===== src/rtl/mem_arb_pkg.sv =====
// Shared constants for the fetch/data memory arbiter: FSM encoding, the abort
// read value and counter sizing.
package mem_arb_pkg;

    localparam int WORD_W = 32;

    localparam logic [1:0] IDLE   = 2'd0;
    localparam logic [1:0] I_BUSY = 2'd1;
    localparam logic [1:0] D_BUSY = 2'd2;

    localparam logic [WORD_W-1:0] TIMEOUT_DATA = 32'hDEAD_BEEF;

    localparam int DEF_MAX_DATA_STREAK = 4;
    localparam int DEF_ACK_TIMEOUT     = 64;

    function automatic int cnt_width(input int max_count);
        return $clog2(max_count + 1);
    endfunction

endpackage


===== src/rtl/fetch_mem_arbiter_fetch_buffer.sv =====
// One-entry instruction buffer: holds the last fetched word and its address,
// tells IF whether it may proceed, and drops the word once IF advances.
module fetch_buffer
    import mem_arb_pkg::*;
(
    input  logic              CLK,
    input  logic              RESET,
    input  logic [WORD_W-1:0] if_addr_i,
    input  logic              if_hold_i,
    input  logic              fill_i,
    input  logic [WORD_W-1:0] fill_addr_i,
    input  logic [WORD_W-1:0] fill_data_i,
    output logic [WORD_W-1:0] instr_o,
    output logic              stall_o
);

    logic [WORD_W-1:0] ibuf_q;
    logic [WORD_W-1:0] ibuf_d;
    logic [WORD_W-1:0] ibuf_addr_q;
    logic [WORD_W-1:0] ibuf_addr_d;
    logic              ibuf_valid_q;
    logic              ibuf_valid_d;
    logic              hit_s;

    assign hit_s   = ibuf_valid_q && (ibuf_addr_q == if_addr_i);
    assign stall_o = !hit_s;
    assign instr_o = ibuf_q;

    // Next-state: a completed matching fetch fills, an advancing IF consumes.
    always_comb begin
        ibuf_d       = ibuf_q;
        ibuf_addr_d  = ibuf_addr_q;
        ibuf_valid_d = ibuf_valid_q;
        if (fill_i) begin
            ibuf_d       = fill_data_i;
            ibuf_addr_d  = fill_addr_i;
            ibuf_valid_d = 1'b1;
        end else if (hit_s && !if_hold_i) begin
            ibuf_valid_d = 1'b0;
        end else begin
            ibuf_valid_d = ibuf_valid_q;
        end
    end

    // Buffer state registers.
    always_ff @(posedge CLK or negedge RESET) begin
        if (!RESET) begin
            ibuf_q       <= 32'h0000_0000;
            ibuf_addr_q  <= 32'h0000_0000;
            ibuf_valid_q <= 1'b0;
        end else begin
            ibuf_q       <= ibuf_d;
            ibuf_addr_q  <= ibuf_addr_d;
            ibuf_valid_q <= ibuf_valid_d;
        end
    end

endmodule


===== src/rtl/fetch_mem_arbiter.sv =====
// Arbitrates one single-ported, variable-latency memory between instruction
// fetch and data accesses; data wins, bounded by a starvation streak counter.
module fetch_mem_arbiter
    import mem_arb_pkg::*;
#(
    parameter int MAX_DATA_STREAK = DEF_MAX_DATA_STREAK,
    parameter int ACK_TIMEOUT     = DEF_ACK_TIMEOUT
) (
    input  logic              CLK,
    input  logic              RESET,
    input  logic [WORD_W-1:0] IF_addr,
    input  logic              IF_HOLD,
    output logic [WORD_W-1:0] IF_instr,
    output logic              IF_STALL,
    input  logic              D_req,
    input  logic              D_we,
    input  logic [WORD_W-1:0] D_addr,
    input  logic [WORD_W-1:0] D_wdata,
    output logic [WORD_W-1:0] D_rdata,
    output logic              D_done,
    output logic              mem_req,
    output logic              mem_we,
    output logic [WORD_W-1:0] mem_addr,
    output logic [WORD_W-1:0] mem_wdata,
    input  logic              mem_ack,
    input  logic [WORD_W-1:0] mem_rdata,
    output logic              BUS_ERR
);

    localparam int STREAK_W = cnt_width(MAX_DATA_STREAK);
    localparam int TMO_W    = cnt_width(ACK_TIMEOUT);
    localparam logic [STREAK_W-1:0] STREAK_MAX = STREAK_W'(MAX_DATA_STREAK);
    localparam logic [TMO_W-1:0]    TMO_LAST   = TMO_W'(ACK_TIMEOUT - 1);

    logic [1:0]          state_q, state_d;
    logic [STREAK_W-1:0] streak_q, streak_d;
    logic [TMO_W-1:0]    tmo_q, tmo_d;
    logic                mem_req_q, mem_req_d;
    logic                mem_we_q, mem_we_d;
    logic [WORD_W-1:0]   mem_addr_q, mem_addr_d;
    logic [WORD_W-1:0]   mem_wdata_q, mem_wdata_d;
    logic [WORD_W-1:0]   d_rdata_q, d_rdata_d;
    logic                d_done_q, d_done_d;
    logic                bus_err_q, bus_err_d;
    logic                fill_s;
    logic                fetch_need_s;
    logic                data_grant_s;
    logic                fetch_grant_s;

    fetch_buffer u_fetch_buffer (
        .CLK         (CLK),
        .RESET       (RESET),
        .if_addr_i   (IF_addr),
        .if_hold_i   (IF_HOLD),
        .fill_i      (fill_s),
        .fill_addr_i (mem_addr_q),
        .fill_data_i (mem_rdata),
        .instr_o     (IF_instr),
        .stall_o     (fetch_need_s)
    );

    assign IF_STALL = fetch_need_s;

    // The streak limit only bites while a fetch is actually waiting. A held
    // D_req in its D_done cycle parks the bus so fetch cannot slip in there.
    assign data_grant_s  = D_req && !d_done_q && ((streak_q < STREAK_MAX) || !fetch_need_s);
    assign fetch_grant_s = fetch_need_s && !(D_req && d_done_q);

    // Grant decision, access tracking and timeout abort.
    always_comb begin
        state_d     = state_q;
        streak_d    = streak_q;
        tmo_d       = tmo_q;
        mem_req_d   = mem_req_q;
        mem_we_d    = mem_we_q;
        mem_addr_d  = mem_addr_q;
        mem_wdata_d = mem_wdata_q;
        d_rdata_d   = d_rdata_q;
        d_done_d    = 1'b0;
        bus_err_d   = bus_err_q;
        fill_s      = 1'b0;
        case (state_q)
            IDLE: begin
                if (data_grant_s) begin
                    state_d     = D_BUSY;
                    mem_req_d   = 1'b1;
                    mem_we_d    = D_we;
                    mem_addr_d  = D_addr;
                    mem_wdata_d = D_wdata;
                    streak_d    = fetch_need_s ? (streak_q + STREAK_W'(1)) : STREAK_W'(0);
                    tmo_d       = TMO_W'(0);
                end else if (fetch_grant_s) begin
                    state_d    = I_BUSY;
                    mem_req_d  = 1'b1;
                    mem_we_d   = 1'b0;
                    mem_addr_d = IF_addr;
                    streak_d   = STREAK_W'(0);
                    tmo_d      = TMO_W'(0);
                end else begin
                    state_d = IDLE;
                end
            end
            I_BUSY: begin
                if (mem_ack) begin
                    state_d   = IDLE;
                    mem_req_d = 1'b0;
                    fill_s    = (IF_addr == mem_addr_q);
                end else if (tmo_q == TMO_LAST) begin
                    state_d   = IDLE;
                    mem_req_d = 1'b0;
                    bus_err_d = 1'b1;
                end else begin
                    tmo_d = tmo_q + TMO_W'(1);
                end
            end
            D_BUSY: begin
                if (mem_ack) begin
                    state_d   = IDLE;
                    mem_req_d = 1'b0;
                    mem_we_d  = 1'b0;
                    d_done_d  = 1'b1;
                    if (!mem_we_q) begin
                        d_rdata_d = mem_rdata;
                    end else begin
                        d_rdata_d = d_rdata_q;
                    end
                end else if (tmo_q == TMO_LAST) begin
                    state_d   = IDLE;
                    mem_req_d = 1'b0;
                    mem_we_d  = 1'b0;
                    d_done_d  = 1'b1;
                    d_rdata_d = TIMEOUT_DATA;
                    bus_err_d = 1'b1;
                end else begin
                    tmo_d = tmo_q + TMO_W'(1);
                end
            end
            default: begin
                state_d   = IDLE;
                mem_req_d = 1'b0;
                mem_we_d  = 1'b0;
            end
        endcase
    end

    // Arbiter state and registered memory/data-port outputs.
    always_ff @(posedge CLK or negedge RESET) begin
        if (!RESET) begin
            state_q     <= IDLE;
            streak_q    <= STREAK_W'(0);
            tmo_q       <= TMO_W'(0);
            mem_req_q   <= 1'b0;
            mem_we_q    <= 1'b0;
            mem_addr_q  <= 32'h0000_0000;
            mem_wdata_q <= 32'h0000_0000;
            d_rdata_q   <= 32'h0000_0000;
            d_done_q    <= 1'b0;
            bus_err_q   <= 1'b0;
        end else begin
            state_q     <= state_d;
            streak_q    <= streak_d;
            tmo_q       <= tmo_d;
            mem_req_q   <= mem_req_d;
            mem_we_q    <= mem_we_d;
            mem_addr_q  <= mem_addr_d;
            mem_wdata_q <= mem_wdata_d;
            d_rdata_q   <= d_rdata_d;
            d_done_q    <= d_done_d;
            bus_err_q   <= bus_err_d;
        end
    end

    assign mem_req   = mem_req_q;
    assign mem_we    = mem_we_q;
    assign mem_addr  = mem_addr_q;
    assign mem_wdata = mem_wdata_q;
    assign D_rdata   = d_rdata_q;
    assign D_done    = d_done_q;
    assign BUS_ERR   = bus_err_q;

endmodule


===== config.mk =====
export PLATFORM = sky130hd
export DESIGN_NAME = fetch_mem_arbiter
export DESIGN_NICKNAME = d
export VERILOG_FILES = /design/src/rtl/mem_arb_pkg.sv /design/src/rtl/fetch_mem_arbiter_fetch_buffer.sv /design/src/rtl/fetch_mem_arbiter.sv
export SDC_FILE = /design/constraint.sdc
export NUM_CORES = 1
export LEC_CHECK = 0
export BUFFER_PORTS_ARGS = -buffer_cell sky130_fd_sc_hd__buf_2
export CAP_MARGIN = 40
export CORE_MARGIN = 5
export CORE_UTILIZATION = 55
export CTS_BUF_LIST = sky130_fd_sc_hd__clkbuf_4 sky130_fd_sc_hd__clkbuf_8 sky130_fd_sc_hd__clkbuf_16
export CTS_CLUSTER_DIAMETER = 120
export DETAILED_ROUTE_END_ITERATION = 12
export PLACE_DENSITY_LB_ADDON = 0.3
export SYNTH_ARGS = -nofsm -noshare
export SYNTH_HDL_FRONTEND = slang
export SYNTH_SLANG_ARGS = --single-unit

===== constraint.sdc =====
create_clock -name CLK -period 6.4 [get_ports CLK]
set_input_delay 0.96 -clock CLK [delete_from_list [all_inputs] [get_ports CLK]]
set_output_delay 0.96 -clock CLK [all_outputs]
set_load 0.03 [all_outputs]

### After elaboration in Yosys (flattened, before gate mapping)

Cells that the tools add are included.

* flip-flop bits (word level): 177
* latch bits: 0
* memory bits (writable): 0
* bits in read-only memories: 0
* input port bits: 134
* memories: 0

* add/subtract/negate cells: 2
* multiply operators: 0
* divide/modulo/power cells: 0
* magnitude comparators: 1
* equal/unequal tests: 11
* shifts and indexed selects: 0
* multiplexer cells: 33
* bitwise operators: 2
* reductions and logical operators: 24

Operators with widths (count)
* 32-bit 2-to-1 mux: 5
* 32-bit == test: 2
* 7-bit 2-to-1 mux: 4
* 1-bit 2-to-1 mux: 14
* 7-bit case mux with 2 select lines: 1
* 3-bit 2-to-1 mux: 3
* 3-bit AND reduction: 3
* 2-bit nonzero test: 4
* 7-bit by 1-bit adder with 7-bit output (second input constant): 1
* 7-bit by 6-bit == test with 1-bit output (second input constant): 1
* 1-bit logical AND: 6
* 2-bit 2-to-1 mux: 3
* 2-bit inequality test (second input constant): 3
* 3-bit inequality test (second input constant): 2
* 2-bit AND reduction: 3
* 1-bit logical NOT: 4
* 2-bit case mux with 2 select lines: 1
* 4-bit AND reduction: 1
* 3-bit by 1-bit adder with 3-bit output (second input constant): 1
* 3-bit less-than comparator (second input constant): 1
* 3-bit by 1-bit inequality test with 1-bit output (second input constant): 1
* 1-bit case mux with 3 select lines: 1
* 2-bit by 1-bit == test with 1-bit output (second input constant): 1
* 2-bit == test (second input constant): 1
* 5 further kinds: 6

### Logic depth before layout (Yosys ltp)

* word-level depth: 7
* mapped depth: 8
* mapped depth without buffers: 7

### Modules after synthesis

A second synthesis with hierarchy kept.

* cell total of the unflattened synthesis: 603
* area, all modules: 7948.9 um^2

Modules (own cells, without submodules)
* fetch_mem_arbiter: instances 1, cells an instance 420, area an instance 5181.2 um^2, seq. area each 2802.7 um^2
* fetch_buffer: instances 1, cells an instance 183, area an instance 2767.7 um^2, seq. area each 1626.6 um^2

### Worst setup path after synthesis

No wires, ideal clock.

* path kind: input port to output port
* from: in IF_addr[30]
* to: out IF_STALL
* data arrival time: 2.065 ns
* data required time: 5.440 ns
* slack: 3.375 ns
* cell stages on the path: 4
* cell sequence: xnor2_1 nand4_1 nor4_4 nand3_1

* word-level cells in the longest chain between the ends: 3

RTL lines
* from (decl): line fetch_mem_arbiter.sv:11 `input logic [WORD_W-1:0] IF_addr,`
* 32-bit == test: line fetch_mem_arbiter_fetch_buffer.sv:25 `assign hit_s = ibuf_valid_q && (ibuf_addr_q == if_addr_i);`
* 1-bit logical AND: line fetch_mem_arbiter_fetch_buffer.sv:25
* 1-bit logical NOT: line fetch_mem_arbiter_fetch_buffer.sv:26 `assign stall_o = !hit_s;`
* to (decl): line fetch_mem_arbiter.sv:14 `output logic IF_STALL,`

Every way passes these cells.

### Final worst setup path

* from: in IF_addr[24]
* to: out IF_STALL

The elaborated chain is that of the path after synthesis.

==> flow_metrics.py <==
metrics = {
    "clock_network": {
        "post_cts_buffers": 0,
        "clock-root-buffer": "clkbuf_16",
        "clk_path_buf_depth": 2,
        "cts.clk_slew.worst_paths_ns": 0.06,
        "post_cts_resized": 0,
        "clock-sinks": 177,
        "htreeDepth": 4,
        "holdBufCountCts": 0,
        "cts_tree": "yes",
        "numCtsBuffers": 17,
        "clk_latency_ns": 0.42,
    },
    "route": {
        "drc": 0,
        "routed_wl_mm": 19.7,
        "wl_per_cell_um": 17.6,
        "antenna_left": 0,
        "via_count": 6043,
        "drtIter0Drc": 275,
        "dr.pass1.iters": 4,
        "avgViaCountPerCell": 5.38,
    },
    "timing": {
        "rsz0062_at_grt": "false",
        "finalMaxSlewViolations": 0,
        "worst_pin_slew_ns": 0.893,
        "setup_tns_ns": 0,
        "period_share_pct": 56.0,
        "max_clock_freq_mhz": 279,
        "fin_crit_ns": 3.59,
        "finalSetupViolations": 0,
        "hold_violations": 0,
        "relSlewSlack_pct": 40.4,
        "clock_skew_ns": 0.00880,
    },
    "global_route": {
        "grt_max_degree": 66,
        "antenna_found_initial": 2,
        "track_usage_pct": 23.0,
        "grt_pass1_vias": 5941,
        "grt.overflow.total": 0,
        "grt_pass1_wl_mm": 30.7,
    },
    "synth": {
        "synth_area_per_cell_um2": 12.1,
        "synth_top_area_share_pct": 55.1,
        "ys_async_sr_fraction_pct": 100,
        "synth_most_common_cell": "dfrtp_1",
        "ys_warn_count": 0,
        "yosys.area.top_type": "dfrtp_1",
        "synth_nets": 804,
        "synthTopCellsByCount": "177 x dfrtp_1, 66 x mux2_2, 63 x nor2_1",
        "syn_area_um2": 8040,
        "yosys-top-cells-area": "dfrtp_1 55%, mux2_2 9.2%, mux2_4 5.2%",
        "synth-seq-cells": 177,
        "synth_cell_types": 43,
        "ys.flop_type": "dfrtp_1",
        "synth_edf_count": 0,
        "syn_inst": 665,
        "ys_seq_area_share_pct": 55.1,
    },
    "final_layout": {
        "final_nets": 1064,
        "multiInputGateArea_um2": 3440,
        "drive_above_1_share_pct": 43.6,
        "fillers": 1091,
        "seq_area_um2": 4430,
        "design_area_um2": 10100,
        "syn_to_final_growth_pct": 25.4,
    },
    "placed_design": {
        "placed_cell_area_um2": 9540,
        "port_buffers": 266,
        "gp_congestion": 0.820,
        "dp_hpwl_mm": 14.7,
    },
    "floorplanning": {
        "rows": 44,
        "ios": 267,
        "die-height_um": 131,
        "core_area_um2": 14400,
        "die_width_um": 131,
        "die_area_um2": 17100,
        "initial_core_util_pct": 55.8,
    },
    "status": {
        "status": "completed",
    },
    "critical_path": {
        "cp-end-kind": "output pin",
        "required_ns": 5.44,
        "worst-endpoint-arrival_ns": 2.63,
        "crit_fanout": 6,
        "rrSetupSlack_ns": 3.68,
        "critical_path_class": "input port to output pin",
        "crit_path_start_kind": "input port",
    },
    "flow_run": {
        "drv_cap": 0,
    },
    "pwr": {
        "power_density_nw_per_um2": 457,
        "ir_drop_mv": 0.285,
        "p_leak_nw": 5.21,
    },
    "min_path": {
        "holdCritPathClass": "input port to asynchronous set/reset pin",
    },
}
[layout by cell type (no fill, tap or decap), types with 13 or more instances in the layout]
cell type | netlist | final
mux2_2 | 66 | 66
xnor2_1 | 33 | 33
mux2i_1 | 33 | 33
nor2_1 | 63 | 63
buf_2 | 7 | 265
mux2_4 | 28 | 28
nand2_1 | 52 | 51
a21oi_1 | 36 | 36
o21ai_0 | 39 | 39
dfrtp_1 | 177 | 177
xor2_1 | 31 | 31
clkbuf_16 | 0 | 17
nand4_1 | 13 | 13
[sequential cells by signal, indices dropped and copies added, names as in the netlist]
name                         count
D_rdata                         32
mem_addr                        32
mem_wdata                       32
u_fetch_buffer.ibuf_addr_q      32
u_fetch_buffer.instr_o          32
tmo_q                            7
streak_q                         3
state_q                          2
BUS_ERR                          1
D_done                           1
mem_req                          1
mem_we                           1
u_fetch_buffer.ibuf_valid_q      1
[layer usage]
| layer | vias up | routed length, um | global-route usage [%] |
|---|---|---|---|
| met2 | 219 | 9420 | 36.7 |
| met4 | 2 | 336 | 7.62 |
| met1 | 2958 | 8320 | 31.0 |
| li1 | 2835 | - | - |
| met5 | - | 13 | 0 |
| met3 | 29 | 1650 | 5.93 |
[worst max-delay path: stages]
cell and delay, ns:
buf_2 0.12, xnor2_1 0.25, nand4_1 0.21, nor4_4 0.53
nand3_1 0.29, buf_2 0.27
[worst paths after layout]
check | from | end | cells after the start
hold reg to reg | D_rdata[28]$_DFFE_PN0P_ | D_rdata[28]$_DFFE_PN0P_ | 2
hold / removal | RESET | u_fetch_buffer.instr_o[18]$_DFFE_PN0P_ | 1
max in group asynchronous | RESET | streak_q[0]$_DFFE_PN0P_ | 2
setup / recovery | IF_addr[24] | IF_STALL | 6
setup reg to reg | u_fetch_buffer.ibuf_addr_q[24]$_DFFE_PN0P_ | mem_addr[24]$_DFFE_PN0P_ | 7
min in group CLK | D_rdata[28]$_DFFE_PN0P_ | D_rdata[28]$_DFFE_PN0P_ | 2
[cell type report]
type                    count  share of cell area [%]
diodes                      1                  0.0248
clock buffers              20                    4.57
clock inverters            12                   0.831
inverters                   6                   0.223
multi-input cells         450                    34.2
flip-flops and latches    177                    43.9
well taps                 184                    2.28
repair buffers            273                    14.0
[logic make-up (layout without fill, tap and decap cells)]
| kind of cell | after synthesis | count (layout) | synth area share (%) |
|---|---|---|---|
| fa+ha+maj | 5 | 5 | 0.778 |
| other cells | 0 | 1 | 0 |
| mux | 131 | 131 | 19.1 |
| simple gates | 158 | 158 | 9.07 |
| buf+inv | 38 | 311 | 2.35 |
| xor+xnor | 64 | 64 | 6.97 |
| compound gates | 92 | 92 | 6.61 |
| flops | 177 | 177 | 55.1 |
[per-stage QoR]
| stage | hold WS, ns | setup WS, ns | cells | total power, mW | utilization [%] |
|---|---|---|---|---|---|
| after floorplan | 0.447 | 3.38 | 665 | 3.06 | - |
| after global placement | 0.452 | 2.82 | 1089 | 3.62 | 65.9 |
| after detailed placement | 0.457 | 2.79 | 1090 | 3.68 | 66.1 |
| after CTS | 0.480 | 2.79 | 1122 | 4.65 | 69.9 |
| after global routing | 0.487 | 2.65 | 1123 | 4.87 | 69.9 |
| final | 0.472 | 2.81 | 1123 | 4.61 | 69.9 |
[power by group]
part	internal [mW]	switching (mW)
combinational	0.675	1.27
clock	0.523	0.434
sequential	1.45	0.254
Power figures use the tool's default switching activity.
